File: src/rtl/dual_ram_loader_pkg.sv
// Shared types and constants for the dual-bank RAM loader.
package loader_pkg;

    typedef enum logic [1:0] {
        S_IDLE,
        S_LOAD,
        S_FLUSH,
        S_DONE
    } state_t;

    localparam int DEF_DATA_W  = 8;
    localparam int DEF_ADDR_W  = 9;
    localparam int DEF_CHK_W   = 16;

    localparam int BANK_DEPTH  = 512;
    localparam int TOTAL_BYTES = 2 * BANK_DEPTH;

endpackage

File: src/rtl/dual_ram_loader_if.sv
// Stream-in / RAM-write-out bundle of the dual-bank loader.
interface dual_ram_loader_if
    import loader_pkg::*;
#(
    parameter int DATA_W = DEF_DATA_W,
    parameter int ADDR_W = DEF_ADDR_W,
    parameter int CHK_W  = DEF_CHK_W
);
    logic              START_I;
    logic [DATA_W-1:0] DATA_I;
    logic              VALID_I;
    logic              READY_O;
    logic [ADDR_W-1:0] WRITE_ADDRESS_A_O;
    logic [ADDR_W-1:0] WRITE_ADDRESS_B_O;
    logic [DATA_W-1:0] WRITE_DATA_A_O;
    logic [DATA_W-1:0] WRITE_DATA_B_O;
    logic [1:0]        WRITE_ENABLE_A_O;
    logic [1:0]        WRITE_ENABLE_B_O;
    logic [ADDR_W+1:0] BYTE_COUNT_O;
    logic              DONE_O;
    logic [CHK_W-1:0]  CHECKSUM_O;

    // Upstream producer / downstream observer side.
    modport master (
        output START_I, DATA_I, VALID_I,
        input  READY_O, WRITE_ADDRESS_A_O, WRITE_ADDRESS_B_O,
        input  WRITE_DATA_A_O, WRITE_DATA_B_O,
        input  WRITE_ENABLE_A_O, WRITE_ENABLE_B_O,
        input  BYTE_COUNT_O, DONE_O, CHECKSUM_O
    );

    // Loader side.
    modport slave (
        input  START_I, DATA_I, VALID_I,
        output READY_O, WRITE_ADDRESS_A_O, WRITE_ADDRESS_B_O,
        output WRITE_DATA_A_O, WRITE_DATA_B_O,
        output WRITE_ENABLE_A_O, WRITE_ENABLE_B_O,
        output BYTE_COUNT_O, DONE_O, CHECKSUM_O
    );

endinterface

File: src/rtl/dual_ram_loader_pair_packer.sv
// Pairs consecutive stream bytes: latches even bytes, emits one registered
// dual-port write (even addr on A, odd addr on B) per odd byte.
module pair_packer
    import loader_pkg::*;
#(
    parameter int DATA_W = DEF_DATA_W,
    parameter int ADDR_W = DEF_ADDR_W
)(
    input  logic              clk,
    input  logic              rst,
    input  logic              vld_p0,
    input  logic [DATA_W-1:0] data_p0,
    input  logic [ADDR_W:0]   idx_p0,
    output logic              vld_p1,
    output logic              bank_p1,
    output logic [ADDR_W-1:0] addr_a_p1,
    output logic [ADDR_W-1:0] addr_b_p1,
    output logic [DATA_W-1:0] data_a_p1,
    output logic [DATA_W-1:0] data_b_p1
);

    logic [DATA_W-1:0] hold_p0;
    logic              odd_p0;

    assign odd_p0 = idx_p0[0];

    // p0 -> p1: even byte parks in hold_p0, odd byte launches the pair write
    always_ff @(posedge clk or posedge rst) begin
        if (rst) begin
            hold_p0   <= '0;
            vld_p1    <= 1'b0;
            bank_p1   <= 1'b0;
            addr_a_p1 <= '0;
            addr_b_p1 <= '0;
            data_a_p1 <= '0;
            data_b_p1 <= '0;
        end else begin
            vld_p1 <= vld_p0 && odd_p0;
            if (vld_p0 && !odd_p0) begin
                hold_p0 <= data_p0;
            end
            if (vld_p0 && odd_p0) begin
                bank_p1   <= idx_p0[ADDR_W];
                addr_a_p1 <= {idx_p0[ADDR_W-1:1], 1'b0};
                addr_b_p1 <= idx_p0[ADDR_W-1:0];
                data_a_p1 <= hold_p0;
                data_b_p1 <= data_p0;
            end
        end
    end

endmodule

File: src/rtl/dual_ram_loader.sv
// Fills two 512x8 dual-port RAM banks from a byte stream, two bytes per write.
// Optional running checksum of accepted bytes: define LOADER_CHECKSUM_EN.
module dual_ram_loader
    import loader_pkg::*;
#(
    parameter int DATA_W = DEF_DATA_W,
    parameter int ADDR_W = DEF_ADDR_W,
    parameter int CHK_W  = DEF_CHK_W
)(
    input  logic CLOCK_I,
    input  logic RESET_I,
    dual_ram_loader_if.slave bus
);

    localparam int                CNT_W    = ADDR_W + 2;
    localparam logic [CNT_W-1:0]  CNT_MAX  = CNT_W'(TOTAL_BYTES);
    localparam logic [CNT_W-1:0]  LAST_IDX = CNT_W'(TOTAL_BYTES - 1);

    function automatic logic [CNT_W-1:0] sat_inc(input logic [CNT_W-1:0] c);
        return (c >= CNT_MAX) ? CNT_MAX : c + CNT_W'(1);
    endfunction

    state_t             state;
    logic               ready_r;
    logic               done_r;
    logic [CNT_W-1:0]   count_r;
    logic               vld_p0;

    logic               vld_p1;
    logic               bank_p1;
    logic [ADDR_W-1:0]  addr_a_p1;
    logic [ADDR_W-1:0]  addr_b_p1;
    logic [DATA_W-1:0]  data_a_p1;
    logic [DATA_W-1:0]  data_b_p1;
    logic [1:0]         we_p1;

    assign vld_p0 = bus.VALID_I && ready_r;

    // Control FSM: ready/done are registered so they never glitch.
    always_ff @(posedge CLOCK_I or posedge RESET_I) begin
        if (RESET_I) begin
            state   <= S_IDLE;
            ready_r <= 1'b0;
            done_r  <= 1'b0;
            count_r <= '0;
        end else begin
            case (state)
                S_IDLE: begin
                    if (bus.START_I) begin
                        state   <= S_LOAD;
                        ready_r <= 1'b1;
                        count_r <= '0;
                    end
                end
                S_LOAD: begin
                    if (vld_p0) begin
                        count_r <= sat_inc(count_r);
                        if (count_r == LAST_IDX) begin
                            state   <= S_FLUSH;
                            ready_r <= 1'b0;
                        end
                    end
                end
                S_FLUSH: begin
                    state  <= S_DONE;
                    done_r <= 1'b1;
                end
                S_DONE: begin
                    if (bus.START_I) begin
                        state   <= S_LOAD;
                        ready_r <= 1'b1;
                        done_r  <= 1'b0;
                        count_r <= '0;
                    end
                end
                default: begin
                    state   <= S_IDLE;
                    ready_r <= 1'b0;
                    done_r  <= 1'b0;
                end
            endcase
        end
    end

    pair_packer #(
        .DATA_W (DATA_W),
        .ADDR_W (ADDR_W)
    ) u_pair_packer (
        .clk       (CLOCK_I),
        .rst       (RESET_I),
        .vld_p0    (vld_p0),
        .data_p0   (bus.DATA_I),
        .idx_p0    (count_r[ADDR_W:0]),
        .vld_p1    (vld_p1),
        .bank_p1   (bank_p1),
        .addr_a_p1 (addr_a_p1),
        .addr_b_p1 (addr_b_p1),
        .data_a_p1 (data_a_p1),
        .data_b_p1 (data_b_p1)
    );

    // Bank decode is a pure AND of packer flops, so enables stay glitch-free.
    assign we_p1 = {vld_p1 & bank_p1, vld_p1 & ~bank_p1};

    assign bus.READY_O           = ready_r;
    assign bus.DONE_O            = done_r;
    assign bus.BYTE_COUNT_O      = count_r;
    assign bus.WRITE_ENABLE_A_O  = we_p1;
    assign bus.WRITE_ENABLE_B_O  = we_p1;
    assign bus.WRITE_ADDRESS_A_O = addr_a_p1;
    assign bus.WRITE_ADDRESS_B_O = addr_b_p1;
    assign bus.WRITE_DATA_A_O    = data_a_p1;
    assign bus.WRITE_DATA_B_O    = data_b_p1;

`ifdef LOADER_CHECKSUM_EN
    logic             start_p0;
    logic [CHK_W-1:0] sum_r;

    function automatic logic [CHK_W-1:0] wrap_add(input logic [CHK_W-1:0] s,
                                                   input logic [DATA_W-1:0] d);
        return s + CHK_W'(d);
    endfunction

    assign start_p0 = bus.START_I && ((state == S_IDLE) || (state == S_DONE));

    always_ff @(posedge CLOCK_I or posedge RESET_I) begin
        if (RESET_I) begin
            sum_r <= '0;
        end else if (start_p0) begin
            sum_r <= '0;
        end else if (vld_p0) begin
            sum_r <= wrap_add(sum_r, bus.DATA_I);
        end
    end

    assign bus.CHECKSUM_O = sum_r;
`else
    assign bus.CHECKSUM_O = {CHK_W{1'b0}};
`endif

endmodule

File: src/flat_wrapper.sv
// flat-port wrapper written by rule: the top's interface ports become plain ports
module dual_ram_loader_flat import loader_pkg::*;
#(
    parameter int DATA_W = DEF_DATA_W,
    parameter int ADDR_W = DEF_ADDR_W,
    parameter int CHK_W  = DEF_CHK_W
)
  (CLOCK_I, RESET_I, bus_START_I, bus_DATA_I, bus_VALID_I, bus_READY_O, bus_WRITE_ADDRESS_A_O, bus_WRITE_ADDRESS_B_O, bus_WRITE_DATA_A_O, bus_WRITE_DATA_B_O, bus_WRITE_ENABLE_A_O, bus_WRITE_ENABLE_B_O, bus_BYTE_COUNT_O, bus_DONE_O, bus_CHECKSUM_O);
  dual_ram_loader_if #(.DATA_W(DATA_W), .ADDR_W(ADDR_W), .CHK_W(CHK_W)) bus_i ();
  input  logic CLOCK_I;
  input  logic RESET_I;
  input wire logic [$bits(bus_i.START_I)-1:0] bus_START_I;
  input wire logic [$bits(bus_i.DATA_I)-1:0] bus_DATA_I;
  input wire logic [$bits(bus_i.VALID_I)-1:0] bus_VALID_I;
  output wire logic [$bits(bus_i.READY_O)-1:0] bus_READY_O;
  output wire logic [$bits(bus_i.WRITE_ADDRESS_A_O)-1:0] bus_WRITE_ADDRESS_A_O;
  output wire logic [$bits(bus_i.WRITE_ADDRESS_B_O)-1:0] bus_WRITE_ADDRESS_B_O;
  output wire logic [$bits(bus_i.WRITE_DATA_A_O)-1:0] bus_WRITE_DATA_A_O;
  output wire logic [$bits(bus_i.WRITE_DATA_B_O)-1:0] bus_WRITE_DATA_B_O;
  output wire logic [$bits(bus_i.WRITE_ENABLE_A_O)-1:0] bus_WRITE_ENABLE_A_O;
  output wire logic [$bits(bus_i.WRITE_ENABLE_B_O)-1:0] bus_WRITE_ENABLE_B_O;
  output wire logic [$bits(bus_i.BYTE_COUNT_O)-1:0] bus_BYTE_COUNT_O;
  output wire logic [$bits(bus_i.DONE_O)-1:0] bus_DONE_O;
  output wire logic [$bits(bus_i.CHECKSUM_O)-1:0] bus_CHECKSUM_O;
  assign bus_i.START_I = bus_START_I;
  assign bus_i.DATA_I = bus_DATA_I;
  assign bus_i.VALID_I = bus_VALID_I;
  assign bus_READY_O = bus_i.READY_O;
  assign bus_WRITE_ADDRESS_A_O = bus_i.WRITE_ADDRESS_A_O;
  assign bus_WRITE_ADDRESS_B_O = bus_i.WRITE_ADDRESS_B_O;
  assign bus_WRITE_DATA_A_O = bus_i.WRITE_DATA_A_O;
  assign bus_WRITE_DATA_B_O = bus_i.WRITE_DATA_B_O;
  assign bus_WRITE_ENABLE_A_O = bus_i.WRITE_ENABLE_A_O;
  assign bus_WRITE_ENABLE_B_O = bus_i.WRITE_ENABLE_B_O;
  assign bus_BYTE_COUNT_O = bus_i.BYTE_COUNT_O;
  assign bus_DONE_O = bus_i.DONE_O;
  assign bus_CHECKSUM_O = bus_i.CHECKSUM_O;
  dual_ram_loader #(.DATA_W(DATA_W), .ADDR_W(ADDR_W), .CHK_W(CHK_W)) u_core (.CLOCK_I(CLOCK_I), .RESET_I(RESET_I), .bus(bus_i));
endmodule
File: config.mk
export PLATFORM = sky130hd
export DESIGN_NAME = dual_ram_loader_flat
export DESIGN_NICKNAME = d
export VERILOG_FILES = /design/src/rtl/dual_ram_loader_pkg.sv /design/src/rtl/dual_ram_loader_if.sv /design/src/rtl/dual_ram_loader_pair_packer.sv /design/src/rtl/dual_ram_loader.sv /design/src/flat_wrapper.sv
export SDC_FILE = /design/constraint.sdc
export NUM_CORES = 1
export LEC_CHECK = 0
export CAP_MARGIN = 20
export CORE_MARGIN = 3
export CORE_UTILIZATION = 45
export DETAILED_ROUTE_END_ITERATION = 12
export PLACE_DENSITY = 0.78
export SYNTH_ARGS = -nofsm -noshare
export SYNTH_HDL_FRONTEND = slang
export SYNTH_SLANG_ARGS = --single-unit
File: constraint.sdc
create_clock -name CLOCK_I -period 5.3 [get_ports CLOCK_I]
set_clock_uncertainty 0.05 [all_clocks]
set_input_delay 1.06 -clock CLOCK_I [delete_from_list [all_inputs] [get_ports CLOCK_I]]
set_output_delay 1.06 -clock CLOCK_I [all_outputs]
set_load 0.02 [all_outputs]
# [After elaboration in Yosys (flattened, before gate mapping)]
# Cells that the tools add are included.
[totals] register_bits=58 output_inout_bits=67
[op_classes] addsub=1 magnitude_cmp=1 n_eq_ne=8 muxes=14 n_bitwise=3 n_reduce_logical=12
[op_table] cell="$mux W11" count=3
[op_table] cell="$pmux W11 S2" count=1
[op_table] cell="$add A11 B1 Y11 const B" count=1
[op_table] cell="$eq A11 B10 Y1 const B" count=1
[op_table] cell="$ge A11 B11 Y1 const B" count=1
[op_table] cell="$mux W2" count=3
[op_table] cell="$pmux W2 S3" count=1
[op_table] cell="$reduce_and A3 Y1" count=2
[op_table] cell="$eq A2 B2 Y1 const B" count=2
[op_table] cell="$mux W1" count=4
[op_table] cell="$ne A2 B1 Y1 const B" count=2
[op_table] cell="$ne A2 B2 Y1 const B" count=2
[op_table] cell="$pmux W1 S2" count=2
[op_table] cell="$reduce_and A4 Y1" count=1
[op_table] cell="$reduce_bool A2 Y1" count=2
[op_table] cell="$logic_and A1 B1 Y1" count=3
[op_table] cell="$and A1 B1 Y1" count=2
[op_table] cell="$eq A2 B1 Y1 const B" count=1
[op_table] cell="$logic_not A2 Y1" count=1
[op_table] cell="$reduce_and A2 Y1" count=1
[op_table] cell="$reduce_or A2 Y1" count=1
[op_table] cell="$logic_not A1 Y1" count=1
[op_table] cell="$not A1 Y1" count=1

# [Depth between registers and ports, before layout]
# Gate-level depths: netlist (run 1).
[depth] ltp_word=4 ltp_mapped=7 ltp_nobuf=6

# [By module]
# From an unflattened synthesis (run 1), not the netlist that was laid out.
[unflattened] hier_cells=203 hier_area_um2=2489.9
[by_module_without_submodules] mod="pair_packer" n_inst=1 cells_per_inst=86 area_each_um2=1440.1 seq_area_each_um2=875.8
[by_module_without_submodules] mod="dual_ram_loader" n_inst=1 cells_per_inst=117 area_each_um2=1049.8 seq_area_each_um2=375.4

# [Worst setup path after synthesis (run 1)]
# OpenSTA, ideal clock, no wires.
[synth_timing] path_type="register to output" from="register u_core.u_pair_packer.bank_p1" to="output port bus_WRITE_ENABLE_B_O[0]" arrival_time_ps=933 setup_slack_ps=3257 path_stages_with_launch=3 path_cell_list="dfrtp_1 -> nor2b_1 -> buf_4"
[synth_between] elab_chain_cells=2
[synth_lines] item="from (decl)" line="dual_ram_loader_pair_packer.sv:15" source="output logic bank_p1,"
[synth_lines] item="from (signal assigned)" line="dual_ram_loader_pair_packer.sv:43" source="bank_p1 <= idx_p0[ADDR_W];"
[synth_lines] item="$not A1 Y1" line="dual_ram_loader.sv:103" source="assign we_p1 = {vld_p1 & bank_p1, vld_p1 & ~bank_p1};"
[synth_lines] item="$and A1 B1 Y1" line="dual_ram_loader.sv:103"
[synth_lines] item="to (decl)" line="flat_wrapper.sv:21" source="output wire logic [$bits(bus_i.WRITE_ENABLE_B_O)-1:0] bus_WRITE_ENABLE_B_O;"
# Every way passes these cells.

# [Worst setup path in the final report (run 1)]
[layout_timing] from="input port bus_VALID_I" to="register u_core.u_pair_packer.data_a_p1[1]"
[layout_between] elab_chain_cells=2
[layout_lines] item="from (decl)" line="flat_wrapper.sv:14" source="input wire logic [$bits(bus_i.VALID_I)-1:0] bus_VALID_I;"
[layout_lines] item="$logic_and A1 B1 Y1" line="dual_ram_loader.sv:37" source="assign vld_p0 = bus.VALID_I && ready_r;"
[layout_lines] item="$logic_and A1 B1 Y1" line="dual_ram_loader_pair_packer.sv:42" source="if (vld_p0 && odd_p0) begin"
[layout_lines] item="to (signal assigned)" line="dual_ram_loader_pair_packer.sv:46" source="data_a_p1 <= hold_p0;"
[layout_lines] item="to (decl)" line="dual_ram_loader_pair_packer.sv:18" source="output logic [DATA_W-1:0] data_a_p1,"
# Every way passes these cells.
# A chain may end at the register's enable or synchronous reset.

==> results.md, run 1 <==
- Max H-tree Level: 2
- Post-Layout Inst Area: approximately 3100 sq um
- Initial antenna violation count: 0
- Startpoint types: input pin
- Peak supply drop: 0.2782 mV
- Yosys reg bits: 50
- Drt pass-1 iters: 4
- Final core utilization: 0.5997
- Syn. warnings: 0
- Commonest cells after routing, fill and taps aside: clkdlybuf4s50_1, dfrtp_1, mux2_2
- Cell Count, Final, Fillers Out: 332
- Hold Crit Depth: 1
- Overall routing resource usage: 0.1481
- ANT nets after route: 0
- Pwr Density: around 480 nW/um^2
- Endpoints failing hold: 0
- Worst EP arrival: 2.72 ns
- PortBufs: approximately 60
- Routed WL: 4438 microns
- Synth Area in Simple Gates: 0.1201
- Initial core utilization: 0.4712
- Sink Count: 50
- Synth area leaders: dfrtp_1, mux2_2, buf_4
- PnR Total Power: 1.483 mW
- WS Path Type: in2reg
- Number of global-route vias before repair: about 1.5k
- Final Max Tran Viols: 0
- Max clock buf depth: 2
- Area after DPL: 2962 sq um
- Worst Tran Pin Value: about 0.71 ns
- Largest family of logic cells by synthesized area: multiplexers
- Remaining global-route overflow: 0
- CTS buffer count: 5
- Via-to-Cell Ratio: between 4 and 5
- Die height: 79.60 microns
- Area of the mapped netlist: 2437 sq um
- Post-CTS Setup Repair Bufs: 0
- Share of the synthesized area in the top cell type: 0.5133
- Final Critical Period: 2.591 ns
- Via Count: 1650
- Clock transition at path regs: 0.08 ns
- Period utilization: 0.4889
- Most common cell after layout, fill and taps aside: clkdlybuf4s50_1
- Root Driver: clkbuf_8
- Die width: 79.60 microns
- # rows: 26
- Largest net degree at the start of global routing: slightly above 50
- Hold Crit Class: reg2reg
- Area leader, netlist: dfrtp_1
- Layout cells sized above 1: 0.1794
- Post-synthesis sequential area ratio: 0.5133
- FILL cells: between 400 and 500
- Post-CTS Resized: 0
- Worst Reg2Reg Path Length in Cells: 6
- Avg Cell Area, Syn: approximately 12 sq um
- Synth Area in Adders: 0.02567
- Die Area: roughly 6300 sq um
- Post-route DRC: 0
- Slew Limit Headroom: 0.5266
- Endpoints failing setup: 0
- # hold bufs at CTS: 0
- Cells after Synth: 209
- First-pass GRT wire length: 7245 microns
- Final Wtd Congestion: 0.7868
- I/O pin cnt: 79
- CORE AREA: 5172 sq um
- CP Capture Type: flip-flop
- CP max FO: 28
- Unrepaired setup endpoints after global routing: false
- DRT iter0 DRCs: 99
- Compound-Gate Fraction of Synth Area: 0.07854
- Worst path required time: 5.43 ns
- DP HPWL: 3202 microns
- Placed cell count: 324
- Total of max-cap violations: 0
- Nets: 279
- Synth unique cells: 39
- Setup TNS: 0 ns
- Leak Pwr: 1.368 nW
- CTS tree: done
- Status: finished, final reports clean
- WL per Instance: approximately 13 microns
- Clock latency at the later pin of the worst-skew pair: 0.30 ns
- N_diodes: 0
- Multiplexer share of the synthesized area: 0.1525
- Max Fclk: 0.3859 GHz
- Xor and xnor area share after synthesis: 0
- Area delta synth->final: 27.26%
## Yosys cell counts
master / number
a21o_1: 2
mux2_2: 33
buf_4: 27
and2_1: 2
a31oi_1: 1
o21ai_1: 4
buf_6: 1
inv_1: 8
clkbuf_2: 1
o21ai_0: 14
nor2b_2: 1
nand3b_1: 1
and3_1: 1
and4b_1: 1
o311ai_0: 2
o211ai_1: 1
a21oi_1: 4
nand2b_1: 5
or3_1: 2
a41oi_1: 1
and4_1: 1
nor2b_1: 2
nand3_2: 1
nor4_1: 3
nor2_1: 6
or2_1: 1
conb_1: 1
nor4b_4: 1
nand2_1: 10
nand4b_1: 1
a21boi_2: 1
or3_4: 1
nand4_1: 3
ha_1: 5
o31ai_1: 1
o21a_1: 1
buf_2: 3
nand3_1: 5
dfrtp_1: 50
## sequential cells by signal, summed over array words and instances, names as in the netlist
| register | count |
|---|---|
| u_core.u_pair_packer.bank_p1 | 1 |
| u_core.u_pair_packer.vld_p1 | 1 |
| u_core.bus.BYTE_COUNT_O | 11 |
| u_core.u_pair_packer.hold_p0 | 8 |
| u_core.u_pair_packer.data_a_p1 | 8 |
| u_core.bus.READY_O | 1 |
| u_core.bus.DONE_O | 1 |
| u_core.state | 2 |
| u_core.u_pair_packer.data_b_p1 | 8 |
| u_core.u_pair_packer.addr_b_p1 | 9 |
## power by group
part / internal, mW / total (mW) / switching [mW] / leakage (nW)
clock: 0.151 / 0.266 / 0.115 / 0.0573
sequential: 0.502 / 0.582 / 0.0804 / 0.630
combinational: 0.325 / 0.635 / 0.310 / 0.681
## cell type report
| cell class | count | area [sq um] | area share |
|---|---|---|---|
| flip-flops and latches | 50 | 1251 | 0.4034 |
| multi-input cells | 135 | 982.2 | 0.3167 |
| repair buffers | 62 | 638.1 | 0.2057 |
| well taps | 70 | 87.58 | 0.02824 |
| clock buffers | 6 | 82.58 | 0.02662 |
| clock inverters | 1 | 30.03 | 0.009681 |
| inverters | 8 | 30.03 | 0.009681 |
## critical path, cell delays in order
cell and delay, ns:
clkdlybuf4s50_1 0.57, nand3_2 0.58, mux2_2 0.50
## stage by stage
stage               hold WS [ns]  setup WS, ns
finish                    0.4501         2.709
CTS                       0.4612         2.685
global route              0.4757         2.576
global placement          0.4068         2.403
floorplan                 0.4250         2.989
detailed placement        0.4366         2.357
## routing by layer
layer	global-route usage	part of all wire	vias up
li1	-	-	794
met1	0.1902	0.45	797
met2	0.2337	0.47	53
met3	0.03499	0.053	6
met4	0.07388	0.020	0
met5	0	0	-
## kinds of logic (layout without fill, tap and decap cells)
family / count (synthesis) / after routing
DFF: 50 / 50
adders and majority gates: 5 / 5
buffers and inverters: 40 / 77
muxes: 33 / 33
AOI/OAI and AO/OA: 32 / 32
other: 1 / 17
and+or+nand+nor: 48 / 48
## final timing paths
kind	start	endpoint	slack (ns)
setup / recovery	bus_VALID_I	u_core.u_pair_packer.data_a_p1[1]	2.71
hold / removal	u_core.u_pair_packer.addr_b_p1[0]	u_core.u_pair_packer.addr_b_p1[0]	0.45
setup reg to reg	u_core.state[0]	u_core.bus.BYTE_COUNT_O[8]	3.21
hold reg to reg	u_core.u_pair_packer.addr_b_p1[0]	u_core.u_pair_packer.addr_b_p1[0]	0.45
max in group asynchronous	RESET_I	u_core.u_pair_packer.data_b_p1[1]	3.60
min in group asynchronous	RESET_I	u_core.u_pair_packer.data_b_p1[0]	1.09
Note: power is estimated with default switching activity, not from simulation.
==> inputs of run 2 (changes only) <==
==> constraint.sdc (replaced) <==
create_clock -name CLOCK_I -period 2.6 [get_ports CLOCK_I]
set_clock_uncertainty 0.05 [all_clocks]
set_input_delay 0.52 -clock CLOCK_I [delete_from_list [all_inputs] [get_ports CLOCK_I]]
set_output_delay 0.52 -clock CLOCK_I [all_outputs]
set_load 0.02 [all_outputs]
==> run 2 against run 1 <==
Net effect: via count up 1.8%; total power up 100%; critical path depth up 3; sequential cell count unchanged; utilization down 0.12 points; setup slack worse by 2.2 ns; cell area down 0.20%; critical path type is now reg2reg; critical endpoint is now u_core.bus.BYTE_COUNT_O[8].
==> results.md, run 2 (synthesis gave the netlist of run 1 again) <==
- PortBufs: 61 (unchanged)
- Remaining global-route overflow: 0 (unchanged)
- Endpoints failing hold: 0 (unchanged)
- Hold Crit Class: reg2reg
- Largest net degree at the start of global routing: 30 (-41%)
- Max reg flops: 11 (unchanged)
- Routed WL: 4571 microns (+3.0%)
- Via Count: 1679 (+1.8%)
- N_diodes: 0 (unchanged)
- Hold_sp: u_core.u_pair_packer.addr_b_p1[0]
- Sink Count: 50 (unchanged)
- Die height: 79.60 microns (unchanged)
- CORE AREA: 5172 sq um (unchanged)
- Max clock buf depth: 2 (unchanged)
- Final Max Tran Viols: 0 (unchanged)
- Initial antenna violation count: 0 (unchanged)
- Post-route DRC: 0 (unchanged)
- CTS buffer count: 5 (unchanged)
- Number of global-route vias before repair: 1565 (+1.8%)
- ANT nets after route: 0 (unchanged)
- Setup TNS: 0 ns (unchanged)
- Post-Layout Inst Area: 3095 sq um (-0.20%)
- Worst path required time: 2.75 ns (-2.68 ns)
- Clock transition at path regs: 0.09 ns (about the same)
- Root Driver: clkbuf_8
- Peak supply drop: 0.4736 mV (+70%)
- Post-CTS Resized: 0 (unchanged)
- Layout cells sized above 1: 0.1780 (-0.001359)
- Final worst slack: 0.4847 ns (-2.224 ns)
- Drt pass-1 iters: 4 (unchanged)
- Nets: 280 (+0.36%)
- WL per Instance: 13.69 microns (+2.4%)
- I/O pin cnt: 79 (unchanged)
- Dpl ws: 0.3150 ns (-2.042 ns)
- Most common cell after layout, fill and taps aside: clkdlybuf4s50_1
- Area after DPL: 2989 sq um (+0.93%)
- Max H-tree Level: 2 (unchanged)
- CP Capture Type: flip-flop
- Reg-to-reg critical path startpoint: u_core.state[0]
- Die width: 79.60 microns (unchanged)
- Period utilization: 0.8136
- Max Fclk: 0.4728 GHz
- Placed cell count: 326 (+0.62%)
- Pwr Density: 976.3 nW/um^2 (+100%)
- Startpoint types: flip-flop
- CTS tree: done
- Flop-to-flop setup slack: 0.48 ns (-2.73 ns)
- Commonest cells after routing, fill and taps aside: clkdlybuf4s50_1, dfrtp_1, mux2_2
- DP HPWL: 3329 microns (+4.0%)
- Worst EP arrival: 2.26 ns (-0.46 ns)
- Cell Count, Final, Fillers Out: 334 (+0.60%)
- Final Wtd Congestion: 0.8975 (+14%)
- Final Critical Period: 2.115 ns
- Status: finished, final reports clean
- DRT iter0 DRCs: 72 (-27%)
- Die Area: 6335 sq um (unchanged)
- Total of max-cap violations: 0 (unchanged)
- Unrepaired setup endpoints after global routing: false
- First-pass GRT wire length: 7500 microns (+3.5%)
- Post-CTS Setup Repair Bufs: 0 (unchanged)
- Endpoints failing setup: 0 (unchanged)
- CP max FO: 12 (-57%)
- Overall routing resource usage: 0.1536 (+0.005447)
- Leak Pwr: 1.364 nW (-0.28%)
- # hold bufs at CTS: 0 (unchanged)
- # rows: 26 (unchanged)
- Via-to-Cell Ratio: 5.027 (+1.1%)
- WS Path Type: reg2reg
- Initial core utilization: 0.4712 (unchanged)
- Area delta synth->final: 27.00%
- Clock latency at the later pin of the worst-skew pair: 0.30 ns (about the same)
- FILL cells: 449 (+10%)
- Critical Path Start: u_core.state[0]
==> run 2: changes by cell type in the layout (fill, tap and decap cells not counted) <==
cell,previous run,this run
buf_12,0,1
clkbuf_8,6,5
buf_16,1,0
buf_4,0,1
clkbuf_1,0,2
==> run 2: area by class of cell <==
type | instances | area, sq um | area share
sequential | 50 | 1251 | 0.4042
inverter | 8 | 30.03 | 0.009701
tap | 70 | 87.58 | 0.02829
timing repair buffer | 63 | 638.1 | 0.2061
clock buffer | 7 | 76.32 | 0.02466
clock inverter | 1 | 30.03 | 0.009701
multi-input combinational | 135 | 982.2 | 0.3173
==> run 2: worst max-delay path, cell delays in order (launching register included) <==
cell	delay (ns)
dfrtp_1	0.41
inv_1	0.06
ha_1	0.38
nor2b_2	0.20
or3_1	0.52
nand2b_1	0.22
a21o_1	0.17
==> run 2: path summary, 6_finish.rpt <==
kind                                                endpoint  depth (start not counted)
hold / removal             u_core.u_pair_packer.addr_b_p1[0]                          1
setup / recovery                  u_core.bus.BYTE_COUNT_O[8]                          6
hold reg to reg            u_core.u_pair_packer.addr_b_p1[0]                          1
min in group asynchronous  u_core.u_pair_packer.data_b_p1[0]                          2
setup reg to reg                  u_core.bus.BYTE_COUNT_O[8]                          6
max in group asynchronous                    u_core.state[1]                          3
==> run 2: where the power goes <==
group	internal [mW]	switching, mW
registers	1.02	0.157
logic	0.665	0.648
clock network	0.288	0.243
total	1.97	1.05
==> run 2: metal layers <==
metal | part of all wire | vias to the layer above | track usage
met2 | 0.46 | 66 | 0.2312
met1 | 0.46 | 811 | 0.2088
met4 | 0.023 | 0 | 0.08763
li1 | - | 795 | -
met3 | 0.056 | 7 | 0.02596
met5 | 0 | - | 0
==> run 2: stage by stage <==
step / utilization / hold slack [ns] / power, mW
2_1_floorplan: - / 0.4250 / 2.045
3_3_place_gp: 0.5779 / 0.4030 / 2.486
3_5_place_dp: 0.5779 / 0.4076 / 2.521
4_1_cts: 0.5985 / 0.4314 / 3.055
5_1_grt: 0.5985 / 0.4561 / 3.217
6_report: 0.5985 / 0.4352 / 3.022
==> inputs of run 3 (changes only) <==
==> constraint.sdc (replaced) <==
create_clock -name CLOCK_I -period 1.95 [get_ports CLOCK_I]
set_clock_uncertainty 0.05 [all_clocks]
set_input_delay 0.39 -clock CLOCK_I [delete_from_list [all_inputs] [get_ports CLOCK_I]]
set_output_delay 0.39 -clock CLOCK_I [all_outputs]
set_load 0.02 [all_outputs]
==> run 3 against run 2 <==
Net effect: setup slack got worse by 0.43 ns; non-clock buffer count rose by 11; sequential power rose by 33%; first-iteration DRC count rose by 36%; utilization rose by 2.2 points; global-route usage barely moved; clock-buffer cell count fell by 1; critical path depth fell by 5; cell area rose by 3.8%; combinational power rose by 40%; final cell count rose by 3.0%; routed wire length rose by 0.61%; critical endpoint is now bus_BYTE_COUNT_O[0]; largest cell class unchanged.
==> results.md, run 3 (synthesis gave the netlist of run 1 again) <==
- I/O pin cnt: 79 (unchanged)
- PnR Total Power: 4.143 mW (+37%)
- Total of max-cap violations: 0 (unchanged)
- Max reg flops: 11 (unchanged)
- Root Driver: clkbuf_8
- Status: finished, final reports clean
- Overall routing resource usage: 0.1534 (-0.0002044)
- Die height: 79.60 microns (unchanged)
- Final Wtd Congestion: 0.8460 (-5.7%)
- CORE AREA: 5172 sq um (unchanged)
- Routed WL: 4599 microns (+0.61%)
- CP max FO: 7 (-5)
- Die width: 79.60 microns (unchanged)
- Crit-path leading delay family: buffers and inverters
- Clock latency at the later pin of the worst-skew pair: 0.29 ns (about the same)
- CTS tree: done
- Sw frac: 0.3383 (-0.008160)
- Final core utilization: 0.6209 (+0.02250)
- Worst path required time: 1.51 ns (-1.24 ns)
- Crit-path max cell delay: 0.66 ns (+0.14 ns)
- Met3 WL: 306 microns (+19%)
- Remaining global-route overflow: 0 (unchanged)
- Final Critical Period: 1.899 ns
- Switching power: 1.402 mW (+34%)
- CP max stage cell: clkdlybuf4s50_1
- Leak Pwr: 1.435 nW (+5.2%)
- Layout cells sized above 1: 0.2263 (+0.04825)
- Hold Crit Class: in2async
- Worst EP arrival: 1.46 ns (-0.80 ns)
- Commonest cells after routing, fill and taps aside: clkdlybuf4s50_1, dfrtp_1, mux2_2
- N_diodes: 0 (unchanged)
- Die Area: 6335 sq um (unchanged)
- Comb power frac: 0.444 (+0.010)
- CP Capture Type: primary output
- Post-route DRC: 0 (unchanged)
- Post-CTS Setup Repair Bufs: 0 (unchanged)
- Area delta synth->final: 31.78%
- Endpoints failing hold: 0 (unchanged)
- Max clock buf depth: 2 (unchanged)
- Pwr Density: 1290 nW/um^2 (+32%)
- CTS buffer count: 5 (unchanged)
- Clock transition at path regs: 0.09 ns (about the same)
- Final Max Tran Viols: 0 (unchanged)
- Most common cell after layout, fill and taps aside: clkdlybuf4s50_1
- Initial core utilization: 0.4712 (unchanged)
- Startpoint types: flip-flop
- PortBufs: 61 (unchanged)
- Drt pass-1 iters: 4 (unchanged)
- FILL cells: 448 (-0.22%)
- Max Fclk: about 0.53 GHz
- Unrepaired setup endpoints after global routing: true
- Period utilization: 0.9740
- Met1 wire length: 1999 microns (-5.1%)
- Number of global-route vias before repair: 1628 (+4.0%)
- Seq pwr share: 0.379 (-0.011)
- DP HPWL: 3299 microns (-0.91%)
- Worst Reg2Reg Path Length in Cells: 7 (+1)
- Endpoints failing setup: 0 (unchanged)
- Highest routed layer: met4
- Max H-tree Level: 2 (unchanged)
- Flop-to-flop setup slack: 0.08 ns (-0.40 ns)
- # rows: 26 (unchanged)
- Via-to-Cell Ratio: 5.023 (about the same)
- Met2 wire len: 2210 microns (+5.1%)
- DRT iter0 DRCs: 98 (+36%)
- Clock share of power: 0.177 (about the same)
- Via Count: 1728 (+2.9%)
- Worst path depth: 1 (-5)
- Peak supply drop: 0.6642 mV (+40%)
- WL per Instance: 13.37 microns (-2.3%)
- First-pass GRT wire length: 7576 microns (+1.0%)
- WS Path Type: reg2out
- Nets: 291 (+3.9%)
- ANT nets after route: 0 (unchanged)
- Initial antenna violation count: 0 (unchanged)
- Int Power: 2.741 mW (+39%)
- Sink Count: 50 (unchanged)
- Final hold slack: 0.3939 ns (-0.04130 ns)
- Largest net degree at the start of global routing: 51 (+70%)
- CP Buf/Inv Count: 1 (unchanged)
- Worst path cell trace: clkdlybuf4s50_1
run 3: timing repair:
item,4_1_cts,5_1_grt
resized for setup,1,3
hold buffers,0,0
setup endpoints to repair,2,5
run 3: cell type report:
cell class,instances,area (sq um),area share
Clock buffer,6,82.58,0.02571
Timing Repair Buffer,74,735.7,0.2291
Clock inverter,1,30.03,0.009349
Multi-Input combinational cell,135,993.5,0.3093
Tap cell,70,87.58,0.02727
Inverter,8,30.03,0.009349
Sequential cell,50,1252,0.3899
run 3: metal layers:
metal  GRT usage  vias to the layer above
met4     0.06186                        0
met1      0.2038                      831
met2      0.2396                       68
met5           0                        -
met3     0.03837                        8
li1            -                      821
run 3: power by group through the flow:
| stage | Combinational, mW | Clock (mW) | Sequential (mW) |
|---|---|---|---|
| after floorplan | 0.900 | 0 | 1.83 |
| after global placement | 1.82 | 0 | 1.58 |
| after detailed placement | 1.85 | 0 | 1.60 |
| after CTS | 1.87 | 0.751 | 1.58 |
| after global routing | 1.99 | 0.800 | 1.62 |
| final | 1.84 | 0.733 | 1.57 |
run 3: worst reg2reg max path, stage by stage (launching register included):
cell and delay, ns:
dfrtp_1 0.38, buf_4 0.15, ha_1 0.20, a21boi_2 0.17
buf_4 0.16, or3_4 0.40, nor4_1 0.20, a21o_1 0.11
run 3: worst paths after layout:
path | start | end
min in group CLOCK_I | u_core.u_pair_packer.addr_b_p1[0] | u_core.u_pair_packer.addr_b_p1[0]
setup / recovery | u_core.bus.BYTE_COUNT_O[0] | bus_BYTE_COUNT_O[0]
setup reg to reg | u_core.state[0] | u_core.bus.BYTE_COUNT_O[8]
hold reg to reg | u_core.u_pair_packer.addr_b_p1[0] | u_core.u_pair_packer.addr_b_p1[0]
max in group asynchronous | RESET_I | u_core.bus.BYTE_COUNT_O[3]
hold / removal | RESET_I | u_core.u_pair_packer.data_a_p1[1]
run 3: metrics by stage:
stage	instance area, sq um	instances	worst slack (ns)	TNS (ns)
2_1_floorplan	2497	225	0.08162	0
3_3_place_gp	3084	337	-0.03590	-0.07140
3_5_place_dp	3084	337	-0.05016	-0.09526
4_1_cts	3202	344	0.03113	0
5_1_grt	3212	344	-0.01497	-0.02860
6_report	3212	344	0.05064	0
